$ cat config.mk
export PLATFORM = sky130hd
export DESIGN_NAME = pyc_counter_arb_ctrl_flat
export DESIGN_NICKNAME = d
export VERILOG_FILES = /design/src/rtl/pyc_counter_arb_if.sv /design/src/rtl/pyc_counter_arb_ctrl.sv /design/src/flat_wrapper.sv
export SDC_FILE = /design/constraint.sdc
export NUM_CORES = 1
export LEC_CHECK = 0
export ABC_AREA = 0
export ABC_CLOCK_PERIOD_IN_PS = 6900
export BUFFER_PORTS_ARGS = -buffer_cell sky130_fd_sc_hd__buf_4
export CAP_MARGIN = 20
export CORE_AREA = 5 5 84 86
export DETAILED_ROUTE_END_ITERATION = 8
export DIE_AREA = 0 0 89 91
export HOLD_SLACK_MARGIN = 0.06
export PLACE_DENSITY = 0.68
export SLEW_MARGIN = 20
export SYNTH_ARGS = -nofsm -noshare
export SYNTH_HDL_FRONTEND = slang
export SYNTH_SLANG_ARGS = --single-unit
$ cat constraint.sdc
create_clock -name clk -period 6.9 [get_ports clk]
set_input_delay 0.69 -clock clk [delete_from_list [all_inputs] [get_ports clk]]
set_output_delay 0.69 -clock clk [all_outputs]
set_load 0.005 [all_outputs]
$ cat src/rtl/pyc_counter_arb_if.sv
// pyc_counter_arb_if: request and counter-bank bus for the shared-adder scheduler
interface pyc_counter_arb_if #(
  parameter int N_REQ = 4,
  parameter int WIDTH = 8
);
  logic [N_REQ-1:0]       req_valid;
  logic [N_REQ*WIDTH-1:0] req_delta;
  logic [N_REQ-1:0]       req_ready;
  logic                   clr;
  logic                   freeze;
  logic [N_REQ*WIDTH-1:0] count;
  logic [N_REQ-1:0]       ovf;
  logic                   busy;
  modport master (
    output req_valid, req_delta, clr, freeze,
    input  req_ready, count, ovf, busy
  );
  modport slave (
    input  req_valid, req_delta, clr, freeze,
    output req_ready, count, ovf, busy
  );
endinterface

$ cat src/rtl/pyc_counter_arb_ctrl.sv
// pyc_counter_arb_ctrl: round-robin scheduler sharing one adder across a bank of counters
module pyc_counter_arb_ctrl #(
  parameter int N_REQ = 4,
  parameter int WIDTH = 8
) (
  input logic              clk,
  input logic              rst,
  pyc_counter_arb_if.slave bus
);
  localparam int PW = $clog2(N_REQ);
  logic [PW-1:0]                 ptr_q;
  logic [PW-1:0]                 gnt_d;
  logic                          found_d;
  logic                          xfer_d;
  logic [WIDTH:0]                sum_d;
  logic [N_REQ-1:0][WIDTH-1:0]   count_q;
  logic [N_REQ-1:0][WIDTH-1:0]   delta_w;
  logic [N_REQ-1:0]              ovf_q;
  logic                          busy_q;
  assign delta_w = bus.req_delta;
  // first valid requester searching circularly from the slot after the last grant
  always_comb begin
    found_d = 1'b0;
    gnt_d = '0;
    for (int k = 1; k <= N_REQ; k++) begin
      if (!found_d && bus.req_valid[(int'(ptr_q) + k) % N_REQ]) begin
        found_d = 1'b1;
        gnt_d = PW'((int'(ptr_q) + k) % N_REQ);
      end
    end
  end
  assign xfer_d = found_d & ~rst & ~bus.clr & ~bus.freeze;
  assign bus.req_ready = xfer_d ? (N_REQ'(1) << gnt_d) : '0;
  assign sum_d = {1'b0, count_q[gnt_d]} + {1'b0, delta_w[gnt_d]};
  // counter bank update: clear wins over grants, freeze just suppresses the grant
  always_ff @(posedge clk) begin
    if (rst) begin
      count_q <= '0;
      ovf_q <= '0;
      busy_q <= 1'b0;
      ptr_q <= PW'(N_REQ - 1);
    end else begin
      busy_q <= |bus.req_valid;
      if (bus.clr) begin
        count_q <= '0;
        ovf_q <= '0;
      end else if (xfer_d) begin
        count_q[gnt_d] <= sum_d[WIDTH-1:0];
        ovf_q[gnt_d] <= ovf_q[gnt_d] | sum_d[WIDTH];
        ptr_q <= gnt_d;
      end
    end
  end
  assign bus.count = count_q;
  assign bus.ovf = ovf_q;
  assign bus.busy = busy_q;
endmodule

$ cat src/flat_wrapper.sv
// flat-port wrapper written by rule: the top's interface ports become plain ports
module pyc_counter_arb_ctrl_flat 
#(
  parameter int N_REQ = 4,
  parameter int WIDTH = 8
)
  (clk, rst, bus_req_valid, bus_req_delta, bus_clr, bus_freeze, bus_req_ready, bus_count, bus_ovf, bus_busy);
  pyc_counter_arb_if #(.N_REQ(N_REQ), .WIDTH(WIDTH)) bus_i ();
  input logic clk;
  input logic rst;
  input wire logic [$bits(bus_i.req_valid)-1:0] bus_req_valid;
  input wire logic [$bits(bus_i.req_delta)-1:0] bus_req_delta;
  input wire logic [$bits(bus_i.clr)-1:0] bus_clr;
  input wire logic [$bits(bus_i.freeze)-1:0] bus_freeze;
  output wire logic [$bits(bus_i.req_ready)-1:0] bus_req_ready;
  output wire logic [$bits(bus_i.count)-1:0] bus_count;
  output wire logic [$bits(bus_i.ovf)-1:0] bus_ovf;
  output wire logic [$bits(bus_i.busy)-1:0] bus_busy;
  assign bus_i.req_valid = bus_req_valid;
  assign bus_i.req_delta = bus_req_delta;
  assign bus_i.clr = bus_clr;
  assign bus_i.freeze = bus_freeze;
  assign bus_req_ready = bus_i.req_ready;
  assign bus_count = bus_i.count;
  assign bus_ovf = bus_i.ovf;
  assign bus_busy = bus_i.busy;
  pyc_counter_arb_ctrl #(.N_REQ(N_REQ), .WIDTH(WIDTH)) u_core (.clk(clk), .rst(rst), .bus(bus_i));
endmodule
# Yosys cells after proc, flatten, opt, wreduce, memory -nomap -nowiden
# Cells that the tools add are included.
totals:
  inputBits: 40
  output_inout_bits: 41
  word_cells: 77
  ff_bits: 39
op_classes:
  n_reduce_logical: 14
  shifts: 1
  magnitude_cmp: 6
  n_mux: 33
  addsub: 5
  n_bitwise: 11
ops:
  columns: ["operator", "n"]
  rows:
  - ["$bmux 8 s2", 2]
  - ["$bwmux 32", 1]
  - ["$mux 8", 3]
  - ["$demux 8 s2", 1]
  - ["$lt 3x4->1 const B", 4]
  - ["$mux 1", 14]
  - ["$bmux 1 s2", 5]
  - ["$reduce_or 2->1", 5]
  - ["$add 8x8->9", 1]
  - ["$mux 2", 4]
  - ["$add 2x1->2 const B", 2]
  - ["$add 2x2->2 const B", 2]
  - ["$and 1x1->1 const A", 4]
  - ["$bwmux 4", 1]
  - ["$logic_and 1x1->1", 4]
  - ["$mux 4", 1]
  - ["$reduce_or 4->1", 1]
  - ["$shl 1x2->4 const A", 1]
  - ["$and 1x1->1", 3]
  - ["$logic_not 1->1", 3]
  - ["$lt 2x3->1 const B", 1]
  - ["$not 1->1", 3]
  - ["$demux 1 s2", 1]
  - ["$ge 2x1->1 const B", 1]
  - ["other kinds (2)", 2]

# Longest topological paths before layout
depth:
  word_depth: 21
  mapped_depth: 14
  ltp_nobuf: 13

# Least setup slack after synthesis
# OpenSTA, ideal clock, no wires.
synth_path:
  path_kind: "in2reg"
  startpoint: "input port bus_req_valid[3]"
  endpoint: "register u_core.count_q (netlist bit u_core.bus.count[22])"
  cell_stages: 14
  setup_time_ps: 71
  required_time_ps: 6829
  path_buffers: 1
  slack_ps: 3679
  arrival_time_ps: 3151
  path_cell_list: "a21bo_2 a21oi_2 nor2_1 clkbuf_1 a211oi_1 a21oi_1 ha_1 inv_1 fa_1 nor2b_1 o31a_1 o31ai_1 nand3_1 a21oi_1"
synth_via:
  elab_chain_cells: 18
  elab_cells_between_ends: 40
  cone_classes: "1 x add/sub; 2 x order compare; 27 x mux; 3 x bitwise; 7 x reduce/logical"
synth_lines:
  columns: ["item", "line_no", "text"]
  rows:
  - ["start, declared", "flat_wrapper.sv:11", "input wire logic [$bits(bus_i.req_valid)-1:0] bus_req_valid;"]
  - ["branches (longest 18 deep; another with $bmux 1 s2)", null, null]
  - ["end signal, assigned by index", "pyc_counter_arb_ctrl.sv:48", "count_q[gnt_d] <= sum_d[WIDTH-1:0];"]
  - ["end, declared", "pyc_counter_arb_ctrl.sv:16", "logic [N_REQ-1:0][WIDTH-1:0] count_q;"]
# Parallel ways; which one is timed is not known. The select of a mux whose other input is x is not followed.
# A chain may end at the register's enable or synchronous reset.

# Worst setup path after layout
# Same ends and word-level chain as after synthesis.

==> results by group <==
Power and ir drop
  • Leakage: 0.00137 uW
  • Sequential share of power: 39.7%
  • Cell-internal power: 389 uW
  • Sw power: 199 uW
  • Pwr per Cell Area: 188 nW/um^2
  • Clock power share: 25.6%
  • Max VDD drop: 0.115 mV
  • Combinational share of power: 34.7%
  • Sw Ratio: 33.9%

Worst hold path
  • Hold Path Class: reg -> reg
  • HP Start: u_core.bus.ovf[1]
  • Hold path endpoint: u_core.bus.ovf[1]
  • Worst hold stages: 2

Clock tree
  • Setup Buffers After CTS: 0
  • # clock sinks: 39
  • Root Driver: clkbuf_8
  • H-tree Lvls: 2
  • Reg clk slew, reported paths: 70 ps
  • Post-CTS sizing: 0
  • CTS Hold Bufs: 0
  • CTS max path bufs: 2
  • CTS tree: built
  • Worst skew pair latency: 290 ps
  • CTS buffer count: 5

STA
  • Final TNS setup: 0 ps
  • Finish-stage setup viols: 0
  • Slew Limit Fails: 0
  • RSZ-0062 raised after global routing: false
  • Worst-margin pin slew: 1040 ps
  • Final period utilization: 51.9%
  • Worst Skew: 4.98 ps
  • Final Hold Viols: 0
  • Tmin final: 3580 ps
  • Relative slew margins: 30.8%
  • Max Freq: 279 MHz

Floorplanning
  • Placeable Area: 6200 sq um
  • Cell Rows: 29
  • I/O pin total: 81
  • Die height: 91 um
  • Initial Util: 38.6%
  • Die area: 8100 sq um
  • DIE WIDTH: 89 um

Final layout
  • Share of post-route cells with drive strength above 1: 29.9%
  • Cell Count, Final, Fillers Out: 425
  • Flip-flop and latch area: 781 sq um
  • Commonest non-fill, non-tap cells in the layout: buf_4, mux2i_1, dfxtp_1
  • # nets final: 396
  • Fill cell count: 617
  • Multi-input gate area: 1500 sq um
  • Ant. Diodes: 0
  • Commonest non-fill, non-tap cell in the layout: buf_4
  • Syn-to-layout area delta: 30.8%

Drt
  • Vias/cell: 5.16
  • Drc violations: 0
  • Final WL: 6.41 mm
  • Routed WL per cell: 15.1 um
  • Drt first pass iters: 4
  • Detailed-route via count: 2195
  • Post-route ant nets: 0
  • Initial DRC Count: 73

Critical path
  • WP data required: 7110 ps
  • Worst setup SP type: primary input
  • CP cell instances: buf_4 -> and3b_1 -> o31ai_4 -> and2_1 -> a211oi_1 -> a21oi_1 -> ha_1 -> inv_1 -> fa_1 -> nor2b_1 -> o31ai_1 -> a21oi_1 -> nand3_1 -> a21oi_1
  • CP max-delay cell: o31ai_4
  • CP endpoint kind: register
  • Worst R2R Start: u_core.ptr_q[1]
  • R2R setup slack: 3340 ps
  • Largest stage delay on the critical path: 730 ps
  • Crit-path most repeated cell: a21oi_1
  • Critical path arrival: 3790 ps
  • CP max FO: 19
  • RR Endpoint: u_core.bus.count[22]
  • Crit Path Category: in -> reg
  • Worst-case reg-to-reg path depth: 12

Placed design
  • Placed Cells: 417
  • HPWL after DPL: 4.75 mm
  • Gp weighted congestion: 0.797
  • I/O Buffers: 80

Yosys
  • Main synth FF type: dfxtp_1
  • Warnings, synthesis: 0
  • Post-synth EDFFs: 0
  • Post-synthesis sequential area ratio: 32.6%
  • Async S/R FF share, synth: 0%
  • Netlist cell types: 43
  • Synth Cell Area: 2390 sq um
  • Synth Register Bits: 39
  • Synth Net Count: 319
  • Avg Synthesized Cell Area: 8.86 sq um
  • Cells after Synth: 270

Global routing
  • First-pass GRT wire length: 10.4 mm
  • Initial antenna violation count: 0
  • Largest net degree at the start of global routing: 35
  • Congestion Overflow GR: 0
  • Vias in the first global route: 2239
  • Gr usage total: 15.9%

Run status
  • Status: finished clean

Flow run
  • Maxcap violations: 0
-- area by class of cell --
type	count	area share [%]
Clock buffer	7	2.44
Multi-Input combinational cell	208	48.0
Clock inverter	1	0.160
Inverter	8	0.960
Tap cell	77	3.08
Timing Repair Buffer	85	20.4
Sequential cell	39	25.0
-- per-stage QoR --
stage / setup slack [ps] / instance area (sq um) / util (%) / power (uW) / hold WS [ps]
after floorplan: 3680 / 2390 / - / 386 / 446
after global placement: 3160 / 3050 / 49.1 / 439 / 445
after detailed placement: 3020 / 3050 / 49.1 / 442 / 448
after CTS: 3320 / 3130 / 50.4 / 591 / 462
after global routing: 3100 / 3130 / 50.4 / 624 / 483
final: 3320 / 3130 / 50.4 / 588 / 455
-- sequential cells by signal (all words and copies together) (netlist names) --
register          count
u_core.bus.busy       1
u_core.bus.ovf        4
u_core.bus.count     32
u_core.ptr_q          2
-- cells by family after synthesis --
group                    after synthesis  share of synthesized area [%]
flip-flops                            39                           32.6
AO/OA/AOI/OAI                         74                           21.0
XOR/XNOR                               3                           1.10
adder cells (fa/ha/maj)                9                           5.02
multiplexers                          41                           17.2
AND/OR/NAND/NOR                       81                           18.4
buffers and inverters                 23                           4.71
-- critical path: cells and delay by family --
| kind | cells | cell delay, ps |
|---|---|---|
| AOI/OAI and AO/OA | 6 | 1540 |
| and+or+nand+nor | 4 | 770 |
| adders and majority gates | 2 | 590 |
| buffers and inverters | 2 | 190 |
-- metal layers --
metal | part of all wire [%] | GRT usage (%)
met5 | 0 | 0
met4 | 0.59 | 3.47
met3 | 6.1 | 3.89
met2 | 47 | 26.1
met1 | 46 | 21.0
-- power by group through the flow --
stage	Clock (uW)	Combinational, uW	Sequential [uW]
2_1_floorplan	0	148	238
3_3_place_gp	0	201	239
3_5_place_dp	0	203	239
4_1_cts	154	203	234
5_1_grt	166	224	234
6_report	151	204	234
-- cells in the mapped netlist (6+ instances only) --
| master | instances | area share [%] |
|---|---|---|
| mux2i_1 | 41 | 17 |
| dfxtp_1 | 39 | 33 |
| nor2_1 | 30 | 4.7 |
| a21oi_1 | 22 | 4.6 |
| a211oi_1 | 19 | 6.0 |
| and2_1 | 14 | 3.7 |
| clkbuf_1 | 8 | 1.3 |
| ha_1 | 8 | 4.2 |
| nand2_1 | 7 | 1.1 |
| inv_1 | 6 | 0.94 |
| nor3_1 | 6 | 1.3 |
| o21ai_0 | 6 | 1.3 |
| o21ai_1 | 6 | 1.3 |
-- how the worst max path moves through the flow --
stage / from / end / slack (ps) / cells after the start
6_report: bus_req_valid[3] / u_core.bus.count[22] / 3320 / 14
5_1_grt: u_core.ptr_q[1] / u_core.bus.count[22] / 3100 / 12
4_1_cts: bus_req_valid[3] / u_core.bus.count[22] / 3320 / 14
3_5_place_dp: bus_req_valid[3] / u_core.bus.count[22] / 3020 / 14
3_3_place_gp: bus_req_valid[0] / u_core.bus.count[6] / 3160 / 13
2_1_floorplan: bus_req_valid[3] / u_core.bus.count[22] / 3680 / 14
Note: power is estimated with default switching activity, not from simulation.
